$ cat config.mk
export PLATFORM = sky130hd
export DESIGN_NAME = ir_packet_tx_flat
export DESIGN_NICKNAME = d
export VERILOG_FILES = /design/src/rtl/ir_packet_tx_if.sv /design/src/rtl/ir_packet_tx.sv /design/src/flat_wrapper.sv
export SDC_FILE = /design/constraint.sdc
export NUM_CORES = 1
export LEC_CHECK = 0
export ABC_CLOCK_PERIOD_IN_PS = 13500
export CORE_MARGIN = 10
export CORE_UTILIZATION = 30
export CTS_CLUSTER_SIZE = 8
export DETAILED_ROUTE_END_ITERATION = 7
export PLACE_DENSITY = 0.42
export RECOVER_POWER = 50
export REMOVE_ABC_BUFFERS = 1
export SLEW_MARGIN = 40
export SYNTH_ARGS = -nofsm -noshare
export SYNTH_HDL_FRONTEND = slang
export SYNTH_SLANG_ARGS = --single-unit
$ cat constraint.sdc
create_clock -name clk -period 13.5 [get_ports clk]
set_clock_uncertainty 0.15 [all_clocks]
set_input_delay 2.7 -clock clk [delete_from_list [all_inputs] [get_ports clk]]
set_output_delay 2.7 -clock clk [all_outputs]
set_load 0.005 [all_outputs]
$ cat src/rtl/ir_packet_tx_if.sv
// ir_packet_tx_if: command/handshake bundle between the command logic and
// the IR packet transmitter. The master drives requests, the slave (the
// transmitter) returns the LED, status pulses and car indicator.
interface ir_packet_tx_if #(
  parameter int CAR_COUNT = 4,
  parameter int CMD_LEN   = 4
);
  localparam int SEL_W = $clog2(CAR_COUNT);

  logic [CMD_LEN-1:0]   command;
  logic [SEL_W-1:0]     car_sel;
  logic                 send_packet;
  logic                 repeat_en;
  logic                 ir_led;
  logic                 busy;
  logic                 done;
  logic                 reject;
  logic [CAR_COUNT-1:0] car_led;

  modport master (
    output command, car_sel, send_packet, repeat_en,
    input  ir_led, busy, done, reject, car_led
  );

  modport slave (
    input  command, car_sel, send_packet, repeat_en,
    output ir_led, busy, done, reject, car_led
  );
endinterface

$ cat src/rtl/ir_packet_tx.sv
// ir_packet_tx: per-car IR packet transmitter. A packet is
// START, gap, SELECT, gap, then every command bit (MSB first) followed by a
// gap. Burst phases are modulated by a carrier whose period comes from the
// latched car's table entry. Tables are packed with car 0 in the LSB slice.
module ir_packet_tx #(
  parameter int CAR_COUNT = 4,
  parameter int CMD_LEN   = 4,
  parameter int CNT_W     = 16,
  parameter logic [CAR_COUNT*CNT_W-1:0] CARRIER_PERIOD  = {16'd2778, 16'd2500, 16'd2667, 16'd2778},
  parameter logic [CAR_COUNT*CNT_W-1:0] START_PULSES    = {16'd191, 16'd88, 16'd88, 16'd192},
  parameter logic [CAR_COUNT*CNT_W-1:0] SELECT_PULSES   = {16'd47, 16'd22, 16'd44, 16'd24},
  parameter logic [CAR_COUNT*CNT_W-1:0] GAP_PULSES      = {16'd25, 16'd40, 16'd40, 16'd24},
  parameter logic [CAR_COUNT*CNT_W-1:0] ASSERT_PULSES   = {16'd47, 16'd44, 16'd44, 16'd48},
  parameter logic [CAR_COUNT*CNT_W-1:0] DEASSERT_PULSES = {16'd22, 16'd22, 16'd22, 16'd24},
  parameter logic [31:0] REPEAT_PERIOD = 32'd10_000_000
) (
  input logic clk,
  input logic rst,
  ir_packet_tx_if.slave bus
);

  localparam int SEL_W = $clog2(CAR_COUNT);
  localparam int BIT_W = (CMD_LEN > 1) ? $clog2(CMD_LEN) : 1;
  localparam logic [CNT_W-1:0]     ZERO     = {CNT_W{1'b0}};
  localparam logic [CNT_W-1:0]     ONE      = CNT_W'(1'b1);
  localparam logic [BIT_W-1:0]     BIT_TOP  = BIT_W'(CMD_LEN - 1);
  localparam logic [CAR_COUNT-1:0] LED_ONE  = CAR_COUNT'(1'b1);
  localparam logic [31:0]          RPT_LAST = REPEAT_PERIOD - 32'd1;

  typedef enum logic [2:0] {
    IDLE    = 3'd0,
    START   = 3'd1,
    GAP_S   = 3'd2,
    SELECT  = 3'd3,
    GAP_C   = 3'd4,
    BIT     = 3'd5,
    BIT_GAP = 3'd6
  } state_t;

  // Table lookup by car index; an out-of-range index yields zero.
  function automatic logic [CNT_W-1:0] pick(input logic [CAR_COUNT*CNT_W-1:0] tbl,
                                            input logic [SEL_W-1:0] idx);
    logic [CNT_W-1:0] val;
    val = ZERO;
    for (int i = 0; i < CAR_COUNT; i++) begin
      if (idx == SEL_W'(i)) val = tbl[i*CNT_W +: CNT_W];
    end
    return val;
  endfunction

  function automatic logic is_burst(input state_t s);
    return (s == START) || (s == SELECT) || (s == BIT);
  endfunction

  state_t               state, state_next;
  logic [CNT_W-1:0]     period, n_start, n_select, n_gap, n_assert, n_deassert;
  logic [CMD_LEN-1:0]   cmd;
  logic [BIT_W-1:0]     bit_idx, bit_next;
  logic [CNT_W-1:0]     car_cnt, pul_cnt, car_next, pul_next, phase_len, sel_period;
  logic [31:0]          rpt_timer;
  logic                 pending;
  logic                 car_wrap, phase_end, req, auto_req, car_bad;
  logic                 ir_led, busy, done, reject;
  logic [CAR_COUNT-1:0] car_led;

  assign bus.ir_led  = ir_led;
  assign bus.busy    = busy;
  assign bus.done    = done;
  assign bus.reject  = reject;
  assign bus.car_led = car_led;

  // Phase length, carrier/pulse counter advance and next phase selection.
  always_comb begin
    state_next = state;
    bit_next   = bit_idx;
    case (state)
      START:                 phase_len = n_start;
      SELECT:                phase_len = n_select;
      BIT:                   phase_len = cmd[bit_idx] ? n_assert : n_deassert;
      GAP_S, GAP_C, BIT_GAP: phase_len = n_gap;
      default:               phase_len = n_gap;
    endcase
    car_wrap  = (car_cnt == period - ONE);
    phase_end = car_wrap && (pul_cnt == phase_len - ONE);
    car_next  = car_wrap ? ZERO : car_cnt + ONE;
    if (car_wrap) begin
      pul_next = phase_end ? ZERO : pul_cnt + ONE;
    end else begin
      pul_next = pul_cnt;
    end
    if (phase_end) begin
      case (state)
        START:  state_next = GAP_S;
        GAP_S:  state_next = SELECT;
        SELECT: state_next = GAP_C;
        GAP_C:  state_next = BIT;
        BIT:    state_next = BIT_GAP;
        BIT_GAP: begin
          if (bit_idx == {BIT_W{1'b0}}) begin
            state_next = IDLE;
          end else begin
            state_next = BIT;
            bit_next   = bit_idx - BIT_W'(1'b1);
          end
        end
        default: state_next = IDLE;
      endcase
    end else begin
      state_next = state;
    end
    req        = pending || bus.send_packet;
    auto_req   = bus.repeat_en && (rpt_timer == RPT_LAST);
    car_bad    = ({1'b0, bus.car_sel} >= (SEL_W + 1)'(CAR_COUNT));
    sel_period = pick(CARRIER_PERIOD, bus.car_sel);
  end

  // Packet FSM with start arbitration, pending flag, repeat timer and outputs.
  always_ff @(posedge clk) begin
    if (rst) begin
      state      <= IDLE;
      period     <= ZERO;
      n_start    <= ZERO;
      n_select   <= ZERO;
      n_gap      <= ZERO;
      n_assert   <= ZERO;
      n_deassert <= ZERO;
      cmd        <= {CMD_LEN{1'b0}};
      bit_idx    <= {BIT_W{1'b0}};
      car_cnt    <= ZERO;
      pul_cnt    <= ZERO;
      rpt_timer  <= 32'd0;
      pending    <= 1'b0;
      ir_led     <= 1'b0;
      busy       <= 1'b0;
      done       <= 1'b0;
      reject     <= 1'b0;
      car_led    <= {CAR_COUNT{1'b0}};
    end else begin
      done   <= 1'b0;
      reject <= 1'b0;
      if (rpt_timer != RPT_LAST) rpt_timer <= rpt_timer + 32'd1;
      if (state == IDLE) begin
        if (done) begin
          // No start in the DONE cycle; a request seen here is kept.
          if (bus.send_packet) pending <= 1'b1;
        end else if (req || auto_req) begin
          pending   <= 1'b0;
          // Restarting the timer on a refusal too keeps a bad index under
          // auto-repeat from pulsing REJECT every cycle.
          rpt_timer <= 32'd0;
          if (car_bad) begin
            reject <= 1'b1;
          end else begin
            state      <= START;
            period     <= sel_period;
            n_start    <= pick(START_PULSES, bus.car_sel);
            n_select   <= pick(SELECT_PULSES, bus.car_sel);
            n_gap      <= pick(GAP_PULSES, bus.car_sel);
            n_assert   <= pick(ASSERT_PULSES, bus.car_sel);
            n_deassert <= pick(DEASSERT_PULSES, bus.car_sel);
            cmd        <= bus.command;
            bit_idx    <= BIT_TOP;
            car_cnt    <= ZERO;
            pul_cnt    <= ZERO;
            busy       <= 1'b1;
            ir_led     <= (ZERO < (sel_period >> 1'b1));
            car_led    <= LED_ONE << bus.car_sel;
          end
        end
      end else begin
        if (bus.send_packet) pending <= 1'b1;
        state   <= state_next;
        car_cnt <= car_next;
        pul_cnt <= pul_next;
        bit_idx <= bit_next;
        ir_led  <= is_burst(state_next) && (car_next < (period >> 1'b1));
        if (state_next == IDLE) begin
          busy <= 1'b0;
          done <= 1'b1;
        end
      end
    end
  end

endmodule

$ cat src/flat_wrapper.sv
// flat-port wrapper written by rule: the top's interface ports become plain ports
module ir_packet_tx_flat 
#(
  parameter int CAR_COUNT = 4,
  parameter int CMD_LEN   = 4,
  parameter int CNT_W     = 16,
  parameter logic [CAR_COUNT*CNT_W-1:0] CARRIER_PERIOD  = {16'd2778, 16'd2500, 16'd2667, 16'd2778},
  parameter logic [CAR_COUNT*CNT_W-1:0] START_PULSES    = {16'd191, 16'd88, 16'd88, 16'd192},
  parameter logic [CAR_COUNT*CNT_W-1:0] SELECT_PULSES   = {16'd47, 16'd22, 16'd44, 16'd24},
  parameter logic [CAR_COUNT*CNT_W-1:0] GAP_PULSES      = {16'd25, 16'd40, 16'd40, 16'd24},
  parameter logic [CAR_COUNT*CNT_W-1:0] ASSERT_PULSES   = {16'd47, 16'd44, 16'd44, 16'd48},
  parameter logic [CAR_COUNT*CNT_W-1:0] DEASSERT_PULSES = {16'd22, 16'd22, 16'd22, 16'd24},
  parameter logic [31:0] REPEAT_PERIOD = 32'd10_000_000
)
  (clk, rst, bus_command, bus_car_sel, bus_send_packet, bus_repeat_en, bus_ir_led, bus_busy, bus_done, bus_reject, bus_car_led);
  ir_packet_tx_if #(.CAR_COUNT(CAR_COUNT), .CMD_LEN(CMD_LEN)) bus_i ();
  input logic clk;
  input logic rst;
  input wire logic [$bits(bus_i.command)-1:0] bus_command;
  input wire logic [$bits(bus_i.car_sel)-1:0] bus_car_sel;
  input wire logic [$bits(bus_i.send_packet)-1:0] bus_send_packet;
  input wire logic [$bits(bus_i.repeat_en)-1:0] bus_repeat_en;
  output wire logic [$bits(bus_i.ir_led)-1:0] bus_ir_led;
  output wire logic [$bits(bus_i.busy)-1:0] bus_busy;
  output wire logic [$bits(bus_i.done)-1:0] bus_done;
  output wire logic [$bits(bus_i.reject)-1:0] bus_reject;
  output wire logic [$bits(bus_i.car_led)-1:0] bus_car_led;
  assign bus_i.command = bus_command;
  assign bus_i.car_sel = bus_car_sel;
  assign bus_i.send_packet = bus_send_packet;
  assign bus_i.repeat_en = bus_repeat_en;
  assign bus_ir_led = bus_i.ir_led;
  assign bus_busy = bus_i.busy;
  assign bus_done = bus_i.done;
  assign bus_reject = bus_i.reject;
  assign bus_car_led = bus_i.car_led;
  ir_packet_tx #(.CAR_COUNT(CAR_COUNT), .CMD_LEN(CMD_LEN), .CNT_W(CNT_W), .CARRIER_PERIOD(CARRIER_PERIOD), .START_PULSES(START_PULSES), .SELECT_PULSES(SELECT_PULSES), .GAP_PULSES(GAP_PULSES), .ASSERT_PULSES(ASSERT_PULSES), .DEASSERT_PULSES(DEASSERT_PULSES), .REPEAT_PERIOD(REPEAT_PERIOD)) u_core (.clk(clk), .rst(rst), .bus(bus_i));
endmodule
Word-level counts from Yosys, hierarchy flattened
Index checks and enable logic that the tools add are counted.

Output and inout port bits: 8. RAM bits: 0. Memories kept: 0. Input port bits: 10. Register bits: 177. Latch bits: 0. Word-level logic and storage cells: 130. Memory bits (read-only): 0.

Order comparisons: 3. Reduce and logical (&&, ||, !) cells: 21. Multiplexer cells: 61. Equal/unequal tests: 20. $mul: 0. Bitwise logic cells: 1. Add/sub/neg operators: 6. Div/mod/pow operators: 0. Shifts and indexed selects: 1.

Operators by type and width (count): $mux 16 (10); $mux 32 (4); $mux 6 (10); $pmux 16 s3 (1); $add 16x1->16 const B (2); $add 32x1->32 const B (1); $eq 16x16->1 (2); $eq 32x24->1 const B (1); $mux 8 (4); $ne 32x24->1 const B (1); $sub 16x1->16 const B (2); $mux 12 (2); $mux 5 (4); $pmux 3 s6 (1); $lt 16x15->1 (1); $lt 1x15->1 const A (1); $mux 3 (5); $mux 1 (13); $eq 3x3->1 const B (4); $mux 2 (6); $eq 3x2->1 const B (3); $reduce_and 3->1 (3); $reduce_bool 2->1 (4); $eq 3x1->1 const B (2); other kinds (16) (26).

Longest topological paths before layout
Depth in word-level cells: 13. Gate-level depth with buffers: 20. Mapped depth without buffers: 18.

Least setup slack after synthesis
No wires, ideal clock.

Path kind: reg-to-reg. Start point: reg u_core.n_select[3]. End point: reg u_core.ir_led, in the netlist u_core.bus.ir_led. Path buffers: 2. Setup slack: 9.039 ns. Stages on the path, launching flop included: 21. Arrival: 4.218 ns. Required time: 13.258 ns. Setup time: 0.092 ns. Cells stage by stage: dfxtp_1 clkbuf_1 inv_1 ha_1 or4_1 a211o_1 nand3_1 nand3_1 nor4_1 clkbuf_1 nor2_1 ha_1 a21o_1 a21o_1 a21oi_1 o21ai_0 nand3_1 nor3b_1 a2111oi_0 o221ai_1 o32ai_1.

Longest elaborated chain between the ends: 10. Elaborated cells on any way between the ends: 12.

Ends and longest elaborated chain: from (decl) (line ir_packet_tx.sv:56) `logic [CNT_W-1:0] period, n_start, n_select, n_gap, n_assert, n_deassert;`; from (signal assigned) (line ir_packet_tx.sv:157) `n_select <= pick(SELECT_PULSES, bus.car_sel);`; $pmux 16 s3 * (line ir_packet_tx.sv:76) `case (state)`; $sub 16x1->16 * (line ir_packet_tx.sv:84) `phase_end = car_wrap && (pul_cnt == phase_len - ONE);`; $eq 16x16->1 * (line ir_packet_tx.sv:84); $logic_and 1x1->1 * (line ir_packet_tx.sv:84); $mux 3 * (line ir_packet_tx.sv:91) `if (phase_end) begin`; $eq 3x1->1 / $eq 3x2->1 (equally long branches) (line ir_packet_tx.sv:52) `return (s == START) || (s == SELECT) || (s == BIT);`; $logic_or 1x1->1 (line ir_packet_tx.sv:52); $logic_or 1x1->1 * (line ir_packet_tx.sv:52); $logic_and 1x1->1 * (line ir_packet_tx.sv:176) `ir_led <= is_burst(state_next) && (car_next < (period >> 1'b1));`; $mux 1 * (line ir_packet_tx.sv:142) `if (state == IDLE) begin`; to (signal assigned) (line ir_packet_tx.sv:166) `ir_led <= (ZERO < (sel_period >> 1'b1));`; to (signal assigned) (line ir_packet_tx.sv:176); to (decl) (line ir_packet_tx.sv:63) `logic ir_led, busy, done, reject;`.

Mark *: on every way between the ends. The rest lies on a longest branch, timed or not. A chain may end at the register's enable or synchronous reset.

==> flow_summary.json <==
{
  "arrival_ps": 5560,
  "synthCells": 681,
  "required_ps": 13570,
  "dr_total_vias": 4728,
  "synth_edf_count": 0,
  "layout_setup_ws_ps": 8006,
  "numCtsBuffers": 9,
  "vias_per_cell": 5.236,
  "synth_cell_types": 68,
  "cp-end-kind": "flop",
  "grt_pass1_wl_um": 23830,
  "seqPwrFrac_pct": 46.2,
  "status": "complete, but fails checks",
  "yosysSeqAreaShare_pct": 33.12,
  "drive_gt1_share_pct": 5.490,
  "top_layer": "met4",
  "hold_viol": 0,
  "dr_wl_met3_um": 618,
  "drv_slew": 31,
  "critPathLaunchType": "primary input",
  "ys.flop_type": "dfxtp_1",
  "grt_pass1_vias": 4470,
  "fin_tns_setup_ps": 0,
  "final_common_cell": "nor2_1",
  "diodes": 0,
  "grt.overflow.total": 0,
  "swShare_pct": 28.97,
  "clockRootBuffer": "clkbuf_16",
  "yosys_warnings": 0,
  "cts_buffer_depth": 2,
  "slew_headroom_pct": -4.979,
  "wl_per_cell_um": 15.78,
  "finalWeightedCongestion": 0.8315,
  "fin_area_um2": 6072,
  "async_flop_share_pct": 0,
  "total_leakage_power_nw": 2.233,
  "mostFrequentLayoutCells": "nor2_1, dfxtp_1, nand2_1",
  "grt_usage_pct": 12.08,
  "path_clk_slew_ps": 70,
  "power.density_nw_per_um2": 103.2,
  "dieWidth_um": 155.4,
  "combPwrFrac_pct": 14.5,
  "ios": 18,
  "drtIter0Drc": 261,
  "dp_hpwl_um": 10200,
  "route.detailed.drc": 0,
  "synth_area_leaders": "dfxtp_1, xor2_1, nor2_1, ha_1, nand2_1",
  "synth_top_area_cell": "dfxtp_1",
  "fp-row-count": 49,
  "htree_num_levels": 3,
  "cts_tree": "yes",
  "path_class": "in2reg",
  "period_minus_slack_ps": 5494,
  "grt_max_degree": 33,
  "cap_violations": 1,
  "place_ws_ps": 8245,
  "wl_met1_um": 7221,
  "finalNetCount": 704,
  "die_h_um": 155.4,
  "utilization_pct": 33.69,
  "violations": "max-capacitance violations, max-slew violations",
  "synth_top_area_share_pct": 33.12,
  "crit_path_max_fanout": 30,
  "p_switching_mw": 0.1815,
  "fmax_mhz": 182.0,
  "clkPwrFrac_pct": 39.3,
  "wl_met2_um": 6196,
  "core_area_um2": 18020,
  "dp_cells": 887,
  "worst_slew_pin_slew_ps": 1575,
  "areaGrowthSynthToFinish_pct": 10.40,
  "clk_latency_ps": 350,
  "ant_nets": 0,
  "ctsHoldBuffers": 0,
  "post_dp_cell_area_um2": 5812,
  "post_cts_resized": 0,
  "hp-class": "reg2reg",
  "numPortBuffers": 16,
  "p_int_mw": 0.4450,
  "finalNonFillerCells": 903,
  "syn_area_um2": 5500,
  "rsz0062_at_grt": "false",
  "antenna_found_initial": 0,
  "numClockSinks": 91,
  "post_cts_buffers": 0,
  "syn_area_per_cell_um2": 8.077,
  "irDropWorstVdd_v": 0.00005662,
  "setup_viol": 0,
  "start_util_pct": 30.52,
  "ys_seq_elements": 91,
  "die-area_um2": 24150,
  "first_pass_iters": 7,
  "period_share_pct": 40.70,
  "wl_um": 14250
}
==> worst paths after layout <==
check                       start  cells past startpoint  slack (ps)                  to
setup / recovery              rst                      8        8010  u_core.car_cnt[11]
hold / removal      u_core.cmd[2]                      2         310       u_core.cmd[2]
setup reg to reg  u_core.state[2]                     13        8540     u_core.state[1]
hold reg to reg     u_core.cmd[2]                      2         310       u_core.cmd[2]
==> critical path: stages <==
cell	delay (ps)
dlygate4sd3_1	520
clkbuf_1	1130
nor2_1	110
clkbuf_1	330
nand2b_1	410
nor2b_1	80
o21ai_0	150
o31ai_1	100
==> layer usage <==
layer	up-vias	track usage, %
met2	82	18.32
met3	15	2.151
li1	2398	-
met1	2233	16.64
met5	-	0
met4	0	4.456
==> logic make-up after synthesis <==
kind of cell / count (synthesis) / share of synthesized area [%]
simple gates: 319 / 29.35
compound gates: 100 / 13.10
flops: 91 / 33.12
xor+xnor: 71 / 11.31
buf+inv: 61 / 4.732
fa+ha+maj: 24 / 5.460
mux: 14 / 2.866
other cells: 1 / 0.06818
==> state kept, by name (all words and copies together) (netlist names), 2 cells and up <==
register            flops
u_core.bit_idx          2
u_core.state            3
u_core.period           3
u_core.car_cnt         16
u_core.bus.car_led      3
u_core.rpt_timer       32
u_core.pul_cnt         16
u_core.cmd              4
u_core.n_start          3
u_core.n_select         4
==> power groups by stage <==
stage / registers (mW) / logic (mW) / clock network, mW
after floorplan: 0.290 / 0.0664 / 0
after global routing: 0.291 / 0.104 / 0.266
final: 0.290 / 0.0908 / 0.246
after global placement: 0.296 / 0.0911 / 0
after CTS: 0.290 / 0.0928 / 0.256
after detailed placement: 0.296 / 0.0921 / 0
==> through the flow <==
step / total power [mW] / hold slack, ps
after CTS: 0.6387 / 309.1
after global routing: 0.6606 / 326.5
after floorplan: 0.3566 / 277.1
after detailed placement: 0.3882 / 299.4
final: 0.6265 / 306.4
after global placement: 0.3867 / 299.2
==> synthesized netlist by cell type (all sizes together), types with 2 or more instances <==
cell type	instances
o211ai	2
dfxtp	91
a2111oi	3
xor2	48
o31ai	5
nand2b	7
nor4bb	2
o32ai	2
nor3	23
a21bo	2
a21o	4
a31o	3
nor4	12
and3	14
xnor2	23
mux2i	9
nand3b	3
or4	2
nor2b	8
buf	12
o21ai	16
clkbuf	33
nor4b	6
nor2	101
nand2	58
nor3b	5
and4	6
o22ai	2
mux2	4
a221oi	2
nand4b	2
a31oi	4
a22o	11
inv	16
ha	24
a211oi	9
a21oi	20
and2	5
and4b	2
nand4	21
nand3	33
or3	6
==> cell type report <==
type                    instances  area, um^2
well taps                     229       286.5
flip-flops and latches         91        1822
inverters                      16       60.06
multi-input cells             529        3427
fillers                      1917       11950
repair buffers                 23       198.9
clock inverters                 4       35.03
clock buffers                  11       242.7
(Power assumes the default switching activity.)
